**config.mk**
```make
export PLATFORM = sky130hd
export DESIGN_NAME = if_imem_load_ctrl
export DESIGN_NICKNAME = d
export VERILOG_FILES = /design/src/rtl/if_pkg.sv /design/src/rtl/if_imem_load_ctrl.sv
export SDC_FILE = /design/constraint.sdc
export NUM_CORES = 1
export LEC_CHECK = 0
export BUFFER_PORTS_ARGS = -buffer_cell sky130_fd_sc_hd__buf_2
export CORE_MARGIN = 2
export CORE_UTILIZATION = 30
export DETAILED_ROUTE_END_ITERATION = 10
export PLACE_DENSITY_LB_ADDON = 0.12
export SLEW_MARGIN = 20
export SYNTH_ARGS = -nofsm -noshare
export SYNTH_HDL_FRONTEND = slang
export SYNTH_SLANG_ARGS = --single-unit
```
**constraint.sdc**
```tcl
create_clock -name Clk -period 1.9 [get_ports Clk]
set_input_delay 0.19 -clock Clk [delete_from_list [all_inputs] [get_ports Clk]]
set_output_delay 0.19 -clock Clk [all_outputs]
set_load 0.05 [all_outputs]
```
**src/rtl/if_pkg.sv**
```systemverilog
`default_nettype none
// ============================================================================
//  Module      : if_pkg
//  Description : Shared IF-stage constants and the load-controller state type.
//  Revision    : 1.0 - initial release
// ============================================================================
package if_pkg;

    localparam int IF_DEPTH     = 1024;
    localparam int IF_ADDR_W    = 10;
    localparam int IF_DATA_W    = 32;
    localparam int IF_DRAIN_CYC = 4;

    typedef enum logic [1:0] {
        ST_LOAD  = 2'd0,
        ST_START = 2'd1,
        ST_RUN   = 2'd2,
        ST_DRAIN = 2'd3
    } state_t;

endpackage : if_pkg
`default_nettype wire

```
**src/rtl/if_imem_load_ctrl.sv**
```systemverilog
`default_nettype none
// ============================================================================
//  Module      : if_imem_load_ctrl
//  Description : Loads a program image into instruction memory over valid/ready,
//                then releases fetch; supports drain-and-reload while running.
//  Revision    : 1.0 - initial release
// ============================================================================
module if_imem_load_ctrl
    import if_pkg::*;
#(
    parameter int DEPTH     = IF_DEPTH,
    parameter int ADDR_W    = IF_ADDR_W,
    parameter int DATA_W    = IF_DATA_W,
    parameter int DRAIN_CYC = IF_DRAIN_CYC
) (
    input  logic              Clk,
    input  logic              Reset_n,
    input  logic              Load_Valid,
    input  logic [DATA_W-1:0] Load_Data,
    input  logic              Load_Last,
    output logic              Load_Ready,
    input  logic              Reload_Req,
    output logic              Imem_We,
    output logic [ADDR_W-1:0] Imem_Waddr,
    output logic [DATA_W-1:0] Imem_Wdata,
    output logic              Fetch_Enable,
    output logic              PC_Restart,
    output logic [ADDR_W:0]   Words_Loaded,
    output logic              Load_Overflow
);

    localparam int DRAIN_W = (DRAIN_CYC > 1) ? $clog2(DRAIN_CYC) : 1;

    localparam logic [ADDR_W:0]    c_last_addr = (ADDR_W+1)'(DEPTH - 1);
    localparam logic [DRAIN_W-1:0] c_drain_end = DRAIN_W'(DRAIN_CYC - 1);

    state_t             r_state;
    logic [ADDR_W:0]    r_cnt;
    logic [DRAIN_W-1:0] r_drain;

    logic               w_xfer;
    logic [ADDR_W:0]    w_cnt_inc;

    // Load_Ready is only ever high in LOAD, so it alone qualifies a transfer.
    assign w_xfer    = Load_Valid & Load_Ready;
    assign w_cnt_inc = r_cnt + 1'b1;

    always_ff @(posedge Clk) begin
        if (!Reset_n) begin
            r_state       <= ST_LOAD;
            r_cnt         <= '0;
            r_drain       <= '0;
            Load_Ready    <= 1'b0;
            Imem_We       <= 1'b0;
            Imem_Waddr    <= '0;
            Imem_Wdata    <= '0;
            Fetch_Enable  <= 1'b0;
            PC_Restart    <= 1'b0;
            Words_Loaded  <= '0;
            Load_Overflow <= 1'b0;
        end else begin
            Imem_We    <= 1'b0;
            PC_Restart <= 1'b0;
            case (r_state)
                ST_LOAD: begin
                    Load_Ready <= 1'b1;
                    if (w_xfer) begin
                        Imem_We    <= 1'b1;
                        Imem_Waddr <= r_cnt[ADDR_W-1:0];
                        Imem_Wdata <= Load_Data;
                        r_cnt      <= w_cnt_inc;
                        // A full memory ends the load even without Load_Last.
                        if (Load_Last || (r_cnt == c_last_addr)) begin
                            if (!Load_Last) begin
                                Load_Overflow <= 1'b1;
                            end
                            Words_Loaded <= w_cnt_inc;
                            Load_Ready   <= 1'b0;
                            PC_Restart   <= 1'b1;
                            r_state      <= ST_START;
                        end
                    end
                end
                ST_START: begin
                    Fetch_Enable <= 1'b1;
                    r_state      <= ST_RUN;
                end
                ST_RUN: begin
                    if (Reload_Req) begin
                        Fetch_Enable <= 1'b0;
                        r_drain      <= '0;
                        r_state      <= ST_DRAIN;
                    end
                end
                ST_DRAIN: begin
                    if (r_drain == c_drain_end) begin
                        r_cnt         <= '0;
                        Load_Overflow <= 1'b0;
                        r_state       <= ST_LOAD;
                    end else begin
                        r_drain <= r_drain + 1'b1;
                    end
                end
                default: begin
                    r_state <= ST_LOAD;
                end
            endcase
        end
    end

endmodule : if_imem_load_ctrl
`default_nettype wire

```
==> qor.yml, run 1 <==
run_status: "completed"
dieArea_sq_um: 11000
port-buffer-count: 94
grt.overflow.total: 0
cp_max_fo: 9
finalCriticalPeriod_ns: 1.79
finClkSkew_ns: 0.00842
cts_tree: "built"
fillers: 1056
hold_class: "in2reg"
die_y_um: 105
clock-root-buffer: "clkbuf_8"
dpl.cell_count: 594
yosysTopAreaCell: "dfxtp_1"
detail_route.wl_per_cell_um: 13.9
gp_congestion: 0.833
ys_warn_count: 0
synth-edff-count: 0
postSynthAreaPerCell_sq_um: 8.17
leakage_nw: 1.66
instances_no_fill: 610
slew_headroom_pct: 75.3
final_common_cell: "buf_2"
finalNetCount: 516
reg2reg_from: "r_state[0]$_SDFFE_PN0P_"
grt_pass1_vias: 2825
multi_input_area_sq_um: 1460
finalSetupViolCount: 0
drcViolationCount: 0
power.switching_mw: 1.45
required_ns: 2.16
start_util_pct: 31.1
power_density_nw_per_um2: 1040
start_kind: "flop"
finalHoldViolations: 0
clk_latency_ns: 0.35
dr.pass1.iters: 5
worst-endpoint-arrival_ns: 2.04
reg2reg_depth: 5
switching_share_pct: 35.0
critPathKind: "reg2reg"
worst_slew_pin_slew_ns: 0.369
ys_top_cells_by_area: "dfxtp_1, nand2_1, a21oi_1, ha_1, a211oi_1"
rsz0062_at_grt: "no"
ys_ff_latch: 73
register_area_sq_um: 1460
maxCapViolCount: 0
slew_viol_final: 0
synth.distinct_cells: 44
antenna_found_initial: 0
p_clk_share_pct: 32.9
grt_pass1_wl_um: 13900
viasPerCell: 4.74
power_frac_seq_pct: 41.2
diodes: 0
drt-initial-drc-count: 115
crit-reg2reg-capture: "r_cnt[10]$_SDFFE_PN0P_"
hpwl_um: 6040
pin_count: 95
async_reset_ff_share_pct: 0
cp-startpoint: "r_state[0]$_SDFFE_PN0P_"
synth_top_area_share_pct: 47.8
rows: 36
drive_gt1_share_pct: 29.1
post-cts-setup-buffer-count: 0
fin_crit_sh_pct: 94.0
ir_worst_vdd_uv: 476
die_w_um: 105
cp-endpoint: "r_cnt[10]$_SDFFE_PN0P_"
p_int_mw: 2.70
cts.sinks: 73
endpoint_kind: "flop"
vias: 2891
synth.yosys.seq_area_share_pct: 47.8
cts-buffers-inserted: 9
core_area_sq_um: 9820
timing.fmax_mhz: 560
fin_setup_tns_ns: 0
synthCells: 374
clock_path_buffers: 2
wirelength_um: 8450
grt_max_degree: 59
p_comb_share_pct: 25.9
final_cell_mix: "buf_2, nand2_1, dfxtp_1"
h-tree-depth: 3
track_usage_pct: 15.7
synthFlopType: "dfxtp_1"
syn_nets: 418
area_growth_pct: 30.7
syn_area_sq_um: 3060
cts.clk_slew.worst_paths_ns: 0.08
antenna_left: 0
reg2reg_setup_slack_ns: 0.11
==> worst max-delay path: stages (launching register included) <==
cell and delay [ns]:
dfxtp_1 0.39, ha_1 0.36, nor2b_1 0.28, a211o_1 0.34, a211oi_1 0.09, a211oi_1 0.23
==> cell type report <==
type	instances	share of cell area [%]
clock buffer	10	3.20
clock inverter	6	2.26
inverter	7	0.658
multi-input combinational	265	36.6
sequential	73	36.6
tap	133	4.17
timing repair buffer	116	16.5
==> cells in the mapped netlist, drive strengths merged (2+ instances only) <==
cell / number
nand2: 92
dfxtp: 73
a21oi: 66
clkbuf: 18
nor2: 12
o21ai: 12
a211oi: 11
buf: 11
ha: 7
inv: 7
nand3: 7
nor3: 7
o21a: 5
xnor2: 5
nor4: 4
and2: 3
and4: 3
nand4: 3
nor2b: 3
or3: 3
nand3b: 2
o31a: 2
xor2: 2
==> metrics by stage <==
stage	power [mW]	util, %	area (sq um)	hold WS (ns)	setup slack (ns)
final	4.15	40.7	3990	0.0750	0.114
after global routing	4.38	40.7	3990	0.0570	0.0000582
after CTS	4.19	40.6	3990	0.0605	0.0309
after detailed placement	2.82	38.4	3770	0.436	0.0514
after global placement	2.81	38.4	3770	0.433	0.116
after floorplan	2.49	-	3060	0.326	0.108
==> how the worst min path moves through the flow <==
stage	from	end	cells past startpoint
2_1_floorplan	Load_Data[0]	Imem_Wdata[0]$_SDFFE_PN0P_	2
3_3_place_gp	Load_Data[0]	Imem_Wdata[0]$_SDFFE_PN0P_	3
3_5_place_dp	Load_Data[25]	Imem_Wdata[25]$_SDFFE_PN0P_	3
4_1_cts	Load_Data[31]	Imem_Wdata[31]$_SDFFE_PN0P_	3
5_1_grt	Load_Data[31]	Imem_Wdata[31]$_SDFFE_PN0P_	3
6_report	Load_Data[27]	Imem_Wdata[27]$_SDFFE_PN0P_	3
==> power by group through the flow <==
stage / sequential [mW] / combinational (mW) / clock, mW
detailed placement: 1.74 / 1.08 / 0
global route: 1.73 / 1.17 / 1.49
floorplan: 2.08 / 0.412 / 0
CTS: 1.71 / 1.08 / 1.41
global placement: 1.74 / 1.07 / 0
finish: 1.71 / 1.07 / 1.36
==> per-layer routing <==
layer	global-route usage, %	up-vias	part of all wire, %
li1	-	1479	-
met1	20.8	1337	48
met2	24.6	67	46
met3	4.55	8	4.5
met4	4.57	0	1.2
met5	0	-	0
==> cells by family after synthesis <==
| logic type | Yosys count | synth area share (%) |
|---|---|---|
| AO/OA/AOI/OAI | 106 | 20.9 |
| XOR/XNOR | 7 | 2.01 |
| adder cells (fa/ha/maj) | 7 | 2.87 |
| buffers and inverters | 36 | 4.83 |
| flip-flops | 73 | 47.8 |
| multiplexers | 1 | 0.328 |
| AND/OR/NAND/NOR | 144 | 21.3 |
==> registers in the layout, summed over array words and instances (netlist names) <==
signal and count:
Imem_Waddr 10, Imem_Wdata 32, PC_Restart 1, Fetch_Enable 1
r_state 2, Load_Ready 1, Imem_We 1, r_drain 2
Load_Overflow 1, r_cnt 11, Words_Loaded 11
==> repair_timing <==
| action | in CTS | in global routing |
|---|---|---|
| hold buffers | 0 | 0 |
| gates resized for setup | 0 | 3 |
| endpoints found under the setup margin | 0 | 55 |
Note: power is estimated with default switching activity, not from simulation.
==> inputs of run 2 (changes only) <==
--- a/config.mk
+++ b/config.mk
@@ -9,6 +9,7 @@
 export CORE_MARGIN = 2
 export CORE_UTILIZATION = 30
 export DETAILED_ROUTE_END_ITERATION = 10
+export MAX_ROUTING_LAYER = met4
 export PLACE_DENSITY_LB_ADDON = 0.12
 export SLEW_MARGIN = 20
 export SYNTH_ARGS = -nofsm -noshare
==> run 2 against run 1 <==
Compared with the run above: sequential power barely moved; sequential share of layout area stayed put; die area stayed put; via count shrank 0.21%; clock power hardly changed; clock skew is 0.0012 ns higher; critical endpoint unchanged.
==> qor.yml, run 2 (synthesis results as in run 1) <==
drcViolationCount: 0
start_util_pct: 31.1
reg2reg_setup_slack_ns: 0.13
area_growth_pct: 30.7
fin_setup_tns_ns: 0
vias: 2885
largest_reg_flops: 32
antenna_left: 0
finalCriticalPeriod_ns: 1.77
cts-buffers-inserted: 9
finalSetupViolCount: 0
clock-root-buffer: "clkbuf_8"
rows: 36
grt_max_degree: 59
reg_top3: "Imem_Wdata: 32 flops, Words_Loaded: 11 flops, r_cnt: 11 flops"
cts.sinks: 73
leakage_nw: 1.66
maxCapViolCount: 0
final_common_cell: "buf_2"
finalHoldViolations: 0
slew_viol_final: 0
fillers: 1056
cts_hold_buf: 0
cp_max_fo: 9
worst_slew_pin_slew_ns: 0.358
dr.pass1.iters: 4
hold_class: "in2reg"
dieArea_sq_um: 11000
timing.fmax_mhz: 566
gp_congestion: 0.846
final_cell_mix: "buf_2, nand2_1, dfxtp_1"
grt_pass1_vias: 2824
port-buffer-count: 94
fin_crit_sh_pct: 93.0
wirelength_um: 8450
pre_cts_slack_ns: 0.0514
die_y_um: 105
start_kind: "flop"
regMostFlops: "Imem_Wdata"
grt_pass1_wl_um: 13900
track_usage_pct: 16.1
finalNetCount: 516
drive_gt1_share_pct: 29.1
worst-endpoint-arrival_ns: 2.03
critPathKind: "reg2reg"
core_area_sq_um: 9820
ir_worst_vdd_uv: 477
run_status: "completed"
antenna_found_initial: 0
grt.overflow.total: 0
cts.clk_slew.worst_paths_ns: 0.08
clk_latency_ns: 0.35
instances_no_fill: 610
die_w_um: 105
power_density_nw_per_um2: 1040
drt-initial-drc-count: 108
clock_path_buffers: 2
finClkSkew_ns: 0.00961
endpoint_kind: "flop"
h-tree-depth: 3
cts_tree: "built"
rsz0062_at_grt: "no"
setup_slack_ns: 0.133
hpwl_um: 6040
dpl.cell_count: 594
viasPerCell: 4.73
pin_count: 95
detail_route.wl_per_cell_um: 13.9
diodes: 0
slew_headroom_pct: 76.1
post-cts-setup-buffer-count: 0
required_ns: 2.16
## run 2: cell counts in the layout (fill, tap and decap cells not counted)
No cell type changed its count.
## run 2: path summary, 6_finish.rpt
kind | cells after the start | endpoint | startpoint
min | 3 | Imem_Wdata[3]$_SDFFE_PN0P_ | Load_Data[3]
min reg2reg | 2 | Imem_Wdata[29]$_SDFFE_PN0P_ | Imem_Wdata[29]$_SDFFE_PN0P_
max reg2reg | 5 | r_cnt[10]$_SDFFE_PN0P_ | r_state[0]$_SDFFE_PN0P_
max | 5 | r_cnt[10]$_SDFFE_PN0P_ | r_state[0]$_SDFFE_PN0P_
## run 2: worst max-delay path: stages (launching register included)
cell,delay [ns]
dfxtp_1,0.39
ha_1,0.36
nor2b_1,0.28
a211o_1,0.33
a211oi_1,0.09
a211oi_1,0.23
## run 2: stage by stage
| step | hold slack, ns | instance area (sq um) | total power [mW] | util (%) |
|---|---|---|---|---|
| 4_1_cts | 0.0605 | 3990 | 4.19 | 40.6 |
| 3_3_place_gp | 0.433 | 3770 | 2.81 | 38.4 |
| 5_1_grt | 0.0620 | 3990 | 4.37 | 40.7 |
| 2_1_floorplan | 0.326 | 3060 | 2.49 | - |
| 6_report | 0.0685 | 3990 | 4.15 | 40.7 |
| 3_5_place_dp | 0.436 | 3770 | 2.82 | 38.4 |
## run 2: area by class of cell
class	instances	area, sq um	share of cell area, %
well taps	133	166	4.17
flip-flops and latches	73	1460	36.6
repair buffers	116	661	16.5
clock buffers	10	128	3.20
clock inverters	6	90.1	2.26
inverters	7	26.3	0.658
multi-input cells	265	1460	36.6
## run 2: metal layers
layer  GRT usage, %  up-vias  routed length [um]
met1           21.1     1327                4090
met4           5.43        0                 102
met2           24.5       65                3920
met3           3.49       12                 351
li1               -     1481                   -
met5              -        -                   0
## run 2: repair_timing
action                                 CTS  global route
endpoints found under the hold margin    0             0
setup endpoints to repair                0            55
resized for setup                        0             3
## run 2: power by group
group / internal, mW / switching, mW
Combinational: 0.307 / 0.767
Sequential: 1.64 / 0.0667
Clock: 0.747 / 0.624
Total: 2.70 / 1.46
